`src/rtl/seq_alu_pkg.sv`:
```
// Shared constants for seq_alu: opcodes, FSM state encoding and flag bit positions.
// The divide opcode is only decoded when SEQ_ALU_DIV_EN is defined.
package seq_alu_pkg;

    localparam int unsigned OpAdd  = 32'h04;
    localparam int unsigned OpSub  = 32'h05;
    localparam int unsigned OpNeg  = 32'h06;
    localparam int unsigned OpMul  = 32'h07;
    localparam int unsigned OpDiv  = 32'h08;
    localparam int unsigned OpOr   = 32'h09;
    localparam int unsigned OpXor  = 32'h0A;
    localparam int unsigned OpNand = 32'h0B;
    localparam int unsigned OpNor  = 32'h0C;
    localparam int unsigned OpXnor = 32'h0D;
    localparam int unsigned OpNot  = 32'h0E;
    localparam int unsigned OpShl  = 32'h0F;

    typedef enum logic [1:0] {
        StIdle = 2'd0,
        StCalc = 2'd1,
        StDone = 2'd2
    } state_e;

    localparam int unsigned FlagZero    = 0;
    localparam int unsigned FlagCarry   = 1;
    localparam int unsigned FlagDivZero = 2;
    localparam int unsigned FlagIllegal = 3;

endpackage

```
`src/rtl/seq_alu_iter.sv`:
```
// Shared iterative datapath: shift-add multiply (mode 0) and restoring divide (mode 1),
// one bit per cycle. The divide section exists only when SEQ_ALU_DIV_EN is defined.
module seq_alu_iter #(
    parameter int unsigned WIDTH = 8
) (
    input  logic               clk_i,
    input  logic               reset_i,
    input  logic               start_i,
    input  logic               mode_i,
    input  logic [WIDTH-1:0]   a_i,
    input  logic [WIDTH-1:0]   b_i,
    output logic               done_o,
    output logic [2*WIDTH-1:0] res_o
);

    localparam int unsigned CntW = $clog2(WIDTH);

    logic               busy_q, busy_d;
    logic [CntW-1:0]    cnt_q, cnt_d;
    logic [WIDTH-1:0]   opnd_q, opnd_d;
    logic [2*WIDTH-1:0] acc_q, acc_d;
    logic [2*WIDTH-1:0] step;
    logic [WIDTH-1:0]   mul_add;
    logic [WIDTH:0]     mul_sum;
    logic               load;

`ifdef SEQ_ALU_DIV_EN
    logic           mode_q, mode_d;
    logic [WIDTH:0] div_trial, div_diff;

    assign load = start_i;
`else
    // Divide requests are refused outright when the divider is not built.
    assign load = start_i && !mode_i;
`endif

    assign done_o = busy_q && (cnt_q == CntW'(WIDTH - 1));
    assign res_o  = step;

    always_comb begin
        mul_add = acc_q[0] ? opnd_q : {WIDTH{1'b0}};
        mul_sum = {1'b0, acc_q[2*WIDTH-1:WIDTH]} + {1'b0, mul_add};
        step    = {mul_sum, acc_q[WIDTH-1:1]};
`ifdef SEQ_ALU_DIV_EN
        div_trial = {acc_q[2*WIDTH-1:WIDTH], acc_q[WIDTH-1]};
        div_diff  = div_trial - {1'b0, opnd_q};
        if (mode_q) begin
            if (!div_diff[WIDTH]) begin
                step = {div_diff[WIDTH-1:0], acc_q[WIDTH-2:0], 1'b1};
            end else begin
                step = {div_trial[WIDTH-1:0], acc_q[WIDTH-2:0], 1'b0};
            end
        end
`endif
    end

    always_comb begin
        busy_d = busy_q;
        cnt_d  = cnt_q;
        opnd_d = opnd_q;
        acc_d  = acc_q;
`ifdef SEQ_ALU_DIV_EN
        mode_d = mode_q;
`endif
        if (load) begin
            busy_d = 1'b1;
            cnt_d  = '0;
`ifdef SEQ_ALU_DIV_EN
            mode_d = mode_i;
            opnd_d = mode_i ? b_i : a_i;
            acc_d  = {{WIDTH{1'b0}}, (mode_i ? a_i : b_i)};
`else
            opnd_d = a_i;
            acc_d  = {{WIDTH{1'b0}}, b_i};
`endif
        end else if (busy_q) begin
            acc_d = step;
            cnt_d = cnt_q + CntW'(1);
            if (done_o) begin
                busy_d = 1'b0;
            end
        end
    end

    always_ff @(posedge clk_i or posedge reset_i) begin
        if (reset_i) begin
            busy_q <= 1'b0;
            cnt_q  <= '0;
            opnd_q <= '0;
            acc_q  <= '0;
`ifdef SEQ_ALU_DIV_EN
            mode_q <= 1'b0;
`endif
        end else begin
            busy_q <= busy_d;
            cnt_q  <= cnt_d;
            opnd_q <= opnd_d;
            acc_q  <= acc_d;
`ifdef SEQ_ALU_DIV_EN
            mode_q <= mode_d;
`endif
        end
    end

endmodule

```
`src/rtl/seq_alu.sv`:
```
// Sequential ALU: single-cycle logic/arith ops plus iterative MUL and optional DIV.
// Define SEQ_ALU_DIV_EN to build the divider; otherwise opcode 0x08 is illegal.
module seq_alu
    import seq_alu_pkg::*;
#(
    parameter int unsigned WIDTH = 8,
    parameter int unsigned OPW   = 6
) (
    input  logic               clk,
    input  logic               reset,
    input  logic               in_valid,
    output logic               in_ready,
    input  logic [OPW-1:0]     opcode,
    input  logic [WIDTH-1:0]   op_a,
    input  logic [WIDTH-1:0]   op_b,
    output logic               out_valid,
    input  logic               out_ready,
    output logic [2*WIDTH-1:0] result,
    output logic [3:0]         flags
);

    localparam int unsigned ShW = $clog2(WIDTH);

    state_e             state_q, state_d;
    logic [2*WIDTH-1:0] result_q, result_d;
    logic [3:0]         flags_q, flags_d;

    logic [31:0]        opc;
    logic [WIDTH-1:0]   alu_lo, alu_hi;
    logic               alu_cy, alu_ill, alu_dz;
    logic [WIDTH:0]     add_sum, shl_full;
    logic               use_iter, iter_mode, iter_start, iter_done;
    logic [2*WIDTH-1:0] iter_res;

    assign opc       = 32'(opcode);
    assign in_ready  = (state_q == StIdle);
    assign out_valid = (state_q == StDone);
    assign result    = result_q;
    assign flags     = flags_q;

    always_comb begin
        alu_lo    = '0;
        alu_hi    = '0;
        alu_cy    = 1'b0;
        alu_ill   = 1'b0;
        alu_dz    = 1'b0;
        use_iter  = 1'b0;
        iter_mode = 1'b0;
        add_sum   = {1'b0, op_a} + {1'b0, op_b};
        // Bit WIDTH of the widened shift is the last bit pushed past the top.
        shl_full  = {1'b0, op_a} << op_b[ShW-1:0];
        case (opc)
            OpAdd:  begin alu_lo = add_sum[WIDTH-1:0]; alu_cy = add_sum[WIDTH]; end
            OpSub:  begin alu_lo = op_a - op_b; alu_cy = (op_a < op_b); end
            OpNeg:  alu_lo = '0 - op_a;
            OpMul:  use_iter = 1'b1;
`ifdef SEQ_ALU_DIV_EN
            OpDiv: begin
                if (op_b == '0) begin
                    alu_lo = '1;
                    alu_hi = op_a;
                    alu_dz = 1'b1;
                end else begin
                    use_iter  = 1'b1;
                    iter_mode = 1'b1;
                end
            end
`endif
            OpOr:   alu_lo = op_a | op_b;
            OpXor:  alu_lo = op_a ^ op_b;
            OpNand: alu_lo = ~(op_a & op_b);
            OpNor:  alu_lo = ~(op_a | op_b);
            OpXnor: alu_lo = ~(op_a ^ op_b);
            OpNot:  alu_lo = ~op_a;
            OpShl:  begin alu_lo = shl_full[WIDTH-1:0]; alu_cy = shl_full[WIDTH]; end
            default: alu_ill = 1'b1;
        endcase
    end

    always_comb begin
        state_d    = state_q;
        result_d   = result_q;
        flags_d    = flags_q;
        iter_start = 1'b0;
        unique case (state_q)
            StIdle: begin
                if (in_valid) begin
                    if (use_iter) begin
                        iter_start = 1'b1;
                        state_d    = StCalc;
                    end else begin
                        result_d              = {alu_hi, alu_lo};
                        flags_d               = '0;
                        flags_d[FlagIllegal]  = alu_ill;
                        flags_d[FlagDivZero]  = alu_dz;
                        flags_d[FlagCarry]    = alu_cy;
                        flags_d[FlagZero]     = ({alu_hi, alu_lo} == '0);
                        state_d               = StDone;
                    end
                end
            end
            StCalc: begin
                if (iter_done) begin
                    result_d           = iter_res;
                    flags_d            = '0;
                    flags_d[FlagZero]  = (iter_res == '0);
                    state_d            = StDone;
                end
            end
            StDone: begin
                if (out_ready) begin
                    state_d = StIdle;
                end
            end
            default: state_d = StIdle;
        endcase
    end

    always_ff @(posedge clk or posedge reset) begin
        if (reset) begin
            state_q  <= StIdle;
            result_q <= '0;
            flags_q  <= '0;
        end else begin
            state_q  <= state_d;
            result_q <= result_d;
            flags_q  <= flags_d;
        end
    end

    seq_alu_iter #(
        .WIDTH(WIDTH)
    ) u_iter (
        .clk_i  (clk),
        .reset_i(reset),
        .start_i(iter_start),
        .mode_i (iter_mode),
        .a_i    (op_a),
        .b_i    (op_b),
        .done_o (iter_done),
        .res_o  (iter_res)
    );

endmodule

```
`config.mk`:
```
export PLATFORM = sky130hd
export DESIGN_NAME = seq_alu
export DESIGN_NICKNAME = d
export VERILOG_FILES = /design/src/rtl/seq_alu_pkg.sv /design/src/rtl/seq_alu_iter.sv /design/src/rtl/seq_alu.sv
export SDC_FILE = /design/constraint.sdc
export NUM_CORES = 1
export LEC_CHECK = 0
export CAP_MARGIN = 0
export CELL_PAD_IN_SITES_DETAIL_PLACEMENT = 0
export CELL_PAD_IN_SITES_GLOBAL_PLACEMENT = 1
export CORE_MARGIN = 3
export CORE_UTILIZATION = 35
export CTS_BUF_LIST = sky130_fd_sc_hd__clkbuf_8
export DETAILED_ROUTE_END_ITERATION = 8
export HOLD_SLACK_MARGIN = 0.05
export PLACE_DENSITY_LB_ADDON = 0.1
export SYNTH_ARGS = -nofsm -noshare
export SYNTH_HDL_FRONTEND = slang
export SYNTH_SLANG_ARGS = --single-unit
```
`constraint.sdc`:
```
create_clock -name clk -period 4.8 [get_ports clk]
set_input_delay 0.96 -clock clk [delete_from_list [all_inputs] [get_ports clk]]
set_output_delay 0.96 -clock clk [all_outputs]
set_load 0.02 [all_outputs]
```
== Word level (Yosys, flattened, before mapping) ==
Index checks and enable logic that the tools add are counted.
Operators by class
  bitwise logic cells: 7
  multiplexer cells: 28
  multiply operators: 0
  eq/ne operators: 18
  add/subtract/negate cells: 5
  reduce and logical (&&, ||, !) cells: 9
  $lt $le $gt $ge: 1
  divide/modulo/power cells: 0
  shifts and indexed selects: 1
Operators by type and width (count)
  $mux W16: 5
  $pmux W8 S10: 1
  $eq A6 B4 Y1 const B: 7
  $logic_not A16 Y1: 2
  $not A8 Y8: 4
  $pmux W16 S2: 1
  $eq A6 B3 Y1 const B: 4
  $add A8 B8 Y9: 2
  $mux W4: 3
  $reduce_or A11 Y1: 1
  $shl A8 B3 Y9: 1
  $and A8 B8 Y8: 1
  $lt A8 B8 Y1: 1
  $mux W1: 8
  $mux W2: 4
  $mux W8: 1
  $or A8 B8 Y8: 1
  $pmux W4 S2: 1
  $sub A1 B8 Y8 const A: 1
  $sub A8 B8 Y8: 1
  $xor A8 B8 Y8: 1
  $mux W3: 2
  $ne A2 B2 Y1 const B: 3
  $pmux W2 S3: 1
  11 further kinds: 12
Word-level totals
  RAM bits: 0
  logic and storage cells: 76
  memory bits (read-only): 0
  output and inout bits: 22
  flip-flop bits (word level): 50
  bits in latches: 0
  bits of input ports: 26
  memories kept: 0

== Longest topological paths before layout ==
  word-level depth: 7
  depth in mapped cells: 12
  mapped depth without buffers: 12

== Modules after synthesis ==
From an unflattened synthesis, not the netlist that was laid out.
Unflattened totals
  cells, all modules: 538
  area total of the unflattened synthesis: 4554.4 um2
By module, submodules not included
  seq_alu: cells an instance 359, area an instance 2854.0 um2, seq. area each 525.5 um2, times used 1
  seq_alu_iter: cells an instance 179, area an instance 1700.4 um2, seq. area each 700.7 um2, times used 1

== Worst setup path before layout ==
OpenSTA, ideal clock, no wires.
  path kind: input to register
  start: input port op_b[0]
  end: register flags_q[0] (netlist: flags[0])
  stages on the path: 11
  data required time: 4720 ps
  path buffers: 2
  slack: 750 ps
  arrival: 3969 ps
  setup time: 80 ps
  path through: clkbuf_1 -> buf_1 -> inv_1 -> ha_1 -> mux2i_1 -> a32o_1 -> a221o_1 -> or4_1 -> or4_1 -> or4_1 -> o211ai_2
Between the ends
  word-level cells in the longest chain between the ends: 7
  elaborated cells between the ends (all ways): 14
  classes of those cells: 2 x add/sub; 1 x shift; 4 x mux; 6 x bitwise; 1 x reduce/logical
RTL lines
  start: declaration: line seq_alu.sv:15  | input logic [WIDTH-1:0] op_b,
  parallel branches: the longest is 2 deep, another holds $sub A8 B8 Y8
  $pmux W8 S10 *: line seq_alu.sv:52  | case (opc)
  $logic_not A16 Y1 *: line seq_alu.sv:97  | flags_d[FlagZero] = ({alu_hi, alu_lo} == '0);
  $mux W4 *: line seq_alu.sv:88  | if (use_iter) begin
  $mux W4 *: line seq_alu.sv:87  | if (in_valid) begin
  $pmux W4 S2 *: line seq_alu.sv:85  | unique case (state_q)
  end signal: assignment: line seq_alu.sv:127  | flags_q <= flags_d;
  end: declaration: line seq_alu.sv:26  | logic [3:0] flags_q, flags_d;
Mark *: on every way between the ends. The select of a mux whose other input is x is not followed.
A chain may end at the register's enable or synchronous reset.

== Worst setup path in the final report ==
  start: input port op_a[0]
  end: register flags_q[0] (netlist: flags[0])
Between the ends
  word-level cells in the longest chain between the ends: 7
  elaborated cells between the ends (all ways): 16
  classes of those cells: 3 x add/sub; 1 x shift; 4 x mux; 7 x bitwise; 1 x reduce/logical
RTL lines
  start: declaration: line seq_alu.sv:14  | input logic [WIDTH-1:0] op_a,
  parallel branches: the longest is 2 deep, another holds $sub A1 B8 Y8
  $pmux W8 S10 *: line seq_alu.sv:52
  $logic_not A16 Y1 *: line seq_alu.sv:97
  $mux W4 *: line seq_alu.sv:88
  $mux W4 *: line seq_alu.sv:87
  $pmux W4 S2 *: line seq_alu.sv:85
Marked as above.

==> flow_summary.yaml <==
cts:
  path_clk_slew_ps: 90
  cts_root_buffer: "clkbuf_8"
  cts_resized: 0
  cts_tree: "done"
  clkLatencyLatePin_ps: 310
  htreeDepth: 2
  cts_num_sinks: 49
  clockBufferDepth: 2
  postCtsSetupRepairBufs: 0
  cts-hold-fix-buffers: 0
  cts_made_buffers: 5
global_route:
  overflow: 0
  grt_max_degree: 50
  grt_pass1_vias: 3765
  grt_pass1_wl_um: 21090
  antenna_found_initial: 0
  grt_usage_pct: 20.47
cells_and_area:
  antennaDiodeCount: 0
  fin_area_um2: 4959
  drive_gt1_share_pct: 7.934
  fillerInstances: 1185
  area_growth_pct: 17.98
  multi_input_area_um2: 2711
  seq_area_um2: 1226
  fin_util_pct: 42.88
  nets: 607
synth:
  ys_seq_area_share_pct: 29.18
  ys.flop_type: "dfrtp_1"
  syn_avg_cell_area_um2: 8.456
  syn-cell-area_um2: 4203
  synthTopCellsByCount: "nand2_1, dfrtp_1, nor2_1, o21ai_0, ha_1"
  synthArstFlopShare_pct: 100.0
  ys_types: 69
  synth.area.top_cells: "dfrtp_1, ha_1, mux2i_1, o21ai_0, nand2_1"
  syn_inst: 497
  yosysWarnings: 0
  synth_nets: 563
  yosysMostFrequentCell: "nand2_1"
  synth_top_area_share_pct: 29.18
  ys_seq_elements: 49
  synth_edf_count: 0
  yosys.area.top_type: "dfrtp_1"
floorplan:
  fp.dieArea_um2: 13360
  rows: 39
  fp.coreArea_um2: 11560
  dieHeight_um: 115.6
  initial_core_util_pct: 36.34
  fp.dieW_um: 115.6
  pin_count: 48
timing:
  clock.fmax_ghz: 0.2347
  finalCritPeriodShare_pct: 88.75
  drv_slew: 0
  fin_worst_skew_ps: 5.063
  layout_setup_ws_ps: 539.9
  setup_violations: 0
  tightest_slew_ps: 1040
  hold_viol_final: 0
  maxSlewHeadroom_pct: 30.55
  fin_tns_setup_ps: 0
  rsz0062_at_grt: "no"
  period_needed_ps: 4260
power:
  p_clk_share_pct: 21.3
  p_switching_uw: 627.9
  p_int_uw: 1023
  power_frac_comb_pct: 42.3
  p_seq_share_pct: 36.4
  peakVddDrop_uv: 114.0
  p_leak_uw: 0.002144
  swShare_pct: 38.03
  power_density_nw_per_um2: 333.0
drt:
  wire_per_inst_um: 19.59
  drt-initial-drc-count: 274
  antenna_left: 0
  drcViolationCount: 0
  dr.pass1.iters: 4
  wirelength_um: 13420
  viasPerCell: 5.674
  vias: 3887
placed_design:
  port_buffers: 46
  placed_area_um2: 4825
  gp_congestion: 0.9369
  pre_cts_ws_ps: 236.4
  dp.final_hpwl_um: 10710
critical_path:
  critPathLaunchType: "input pin"
  critPathMaxFanout: 6
  worstSetupPathType: "in -> reg"
  worstPathArrival_ps: 4500
  cp-end-kind: "register"
  worst_ep_required_time_ps: 5040
job:
  cap_violations: 0
status:
  outcome: "complete, no violations"
worst_hold_path:
  hp-class: "reg -> reg"
-- critical path, stage by stage --
cell	delay (ps)
clkdlybuf4s50_1	620
inv_1	170
ha_1	260
fa_1	420
nor2_1	130
xnor2_1	130
o22ai_1	110
or4b_1	560
or4_1	520
or4_1	520
o211ai_2	100
-- cells in the final DEF (no fill, tap or decap), drive strengths merged, types with 4 or more instances in the layout --
cell	n
o21ai	42
o221ai	4
buf	18
nand4	4
ha	37
o211ai	5
xnor2	10
nor4	5
a22o	6
a221o	4
nand3	15
or4	7
nand2b	6
and2	10
inv	28
a21o	6
nand2	51
o21bai	5
nor2	45
o22ai	10
a21oi	20
nor3	13
a211oi	5
dfrtp	49
a22oi	4
nor2b	7
clkbuf	5
nor4b	5
clkdlybuf4s50	46
mux2i	22
-- metrics by stage --
stage	instances	total power [uW]	hold slack (ps)
finish	685	1651	481.7
global route	685	1769	510.3
CTS	685	1667	488.0
detailed placement	677	1312	465.8
global placement	677	1301	454.7
floorplan	497	1072	441.8
-- cells by family (layout without fill, tap and decap cells) --
kind of cell | Yosys count | count (layout) | synth area share (%)
AO/OA/AOI/OAI | 137 | 137 | 22.12
other | 1 | 1 | 0.08923
XOR/XNOR | 11 | 11 | 2.292
adder cells (fa/ha/maj) | 40 | 40 | 12.44
flip-flops | 49 | 49 | 29.18
AND/OR/NAND/NOR | 178 | 178 | 21.02
buffers and inverters | 57 | 102 | 6.460
multiplexers | 24 | 24 | 6.401
-- path summary, 6_finish.rpt --
check                           slack [ps]                           end                    startpoint  cells past startpoint
worst max-delay path                   540          flags[0]$_DFFE_PP0P_                       op_a[0]                     11
max in group asynchronous             2940   u_iter.acc_q[8]$_DFFE_PP0P_                         reset                      2
worst min-delay path                   480  u_iter.opnd_q[7]$_DFFE_PP0P_  u_iter.opnd_q[7]$_DFFE_PP0P_                      2
min in group asynchronous             1200   u_iter.cnt_q[1]$_DFFE_PP0P_                         reset                      2
worst min register to register         480  u_iter.opnd_q[7]$_DFFE_PP0P_  u_iter.opnd_q[7]$_DFFE_PP0P_                      2
worst max register to register        2080          flags[0]$_DFFE_PP0P_   u_iter.cnt_q[0]$_DFFE_PP0P_                      8
-- area by class of cell --
type | count | area share, %
Timing Repair Buffer | 64 | 12.01
Clock buffer | 5 | 1.388
Tap cell | 143 | 3.608
Inverter | 30 | 2.271
Sequential cell | 49 | 24.73
Multi-Input combinational cell | 391 | 54.68
Clock inverter | 3 | 1.312
-- metal layers --
layer  vias up  track usage [%]  routed length [um]
li1       1886                -                   -
met1      1850            27.62                6023
met2       128            34.03                6358
met3        23            1.671                 572
met4         0            8.138                 461
met5         -                0                   0
-- sequential cells by signal, indices dropped and copies added, names as in the netlist --
| signal | cells |
|---|---|
| u_iter.cnt_q | 3 |
| result | 16 |
| u_iter.acc_q | 16 |
| flags | 3 |
| u_iter.opnd_q | 8 |
| u_iter.busy_q | 1 |
| state_q | 2 |
-- power by group through the flow --
stage / Clock [uW] / Sequential (uW) / Combinational [uW]
floorplan: 0 / 605 / 467
global placement: 0 / 608 / 693
detailed placement: 0 / 609 / 702
CTS: 361 / 601 / 705
global route: 370 / 618 / 781
finish: 353 / 600 / 698
Note: power is estimated with default switching activity, not from simulation.
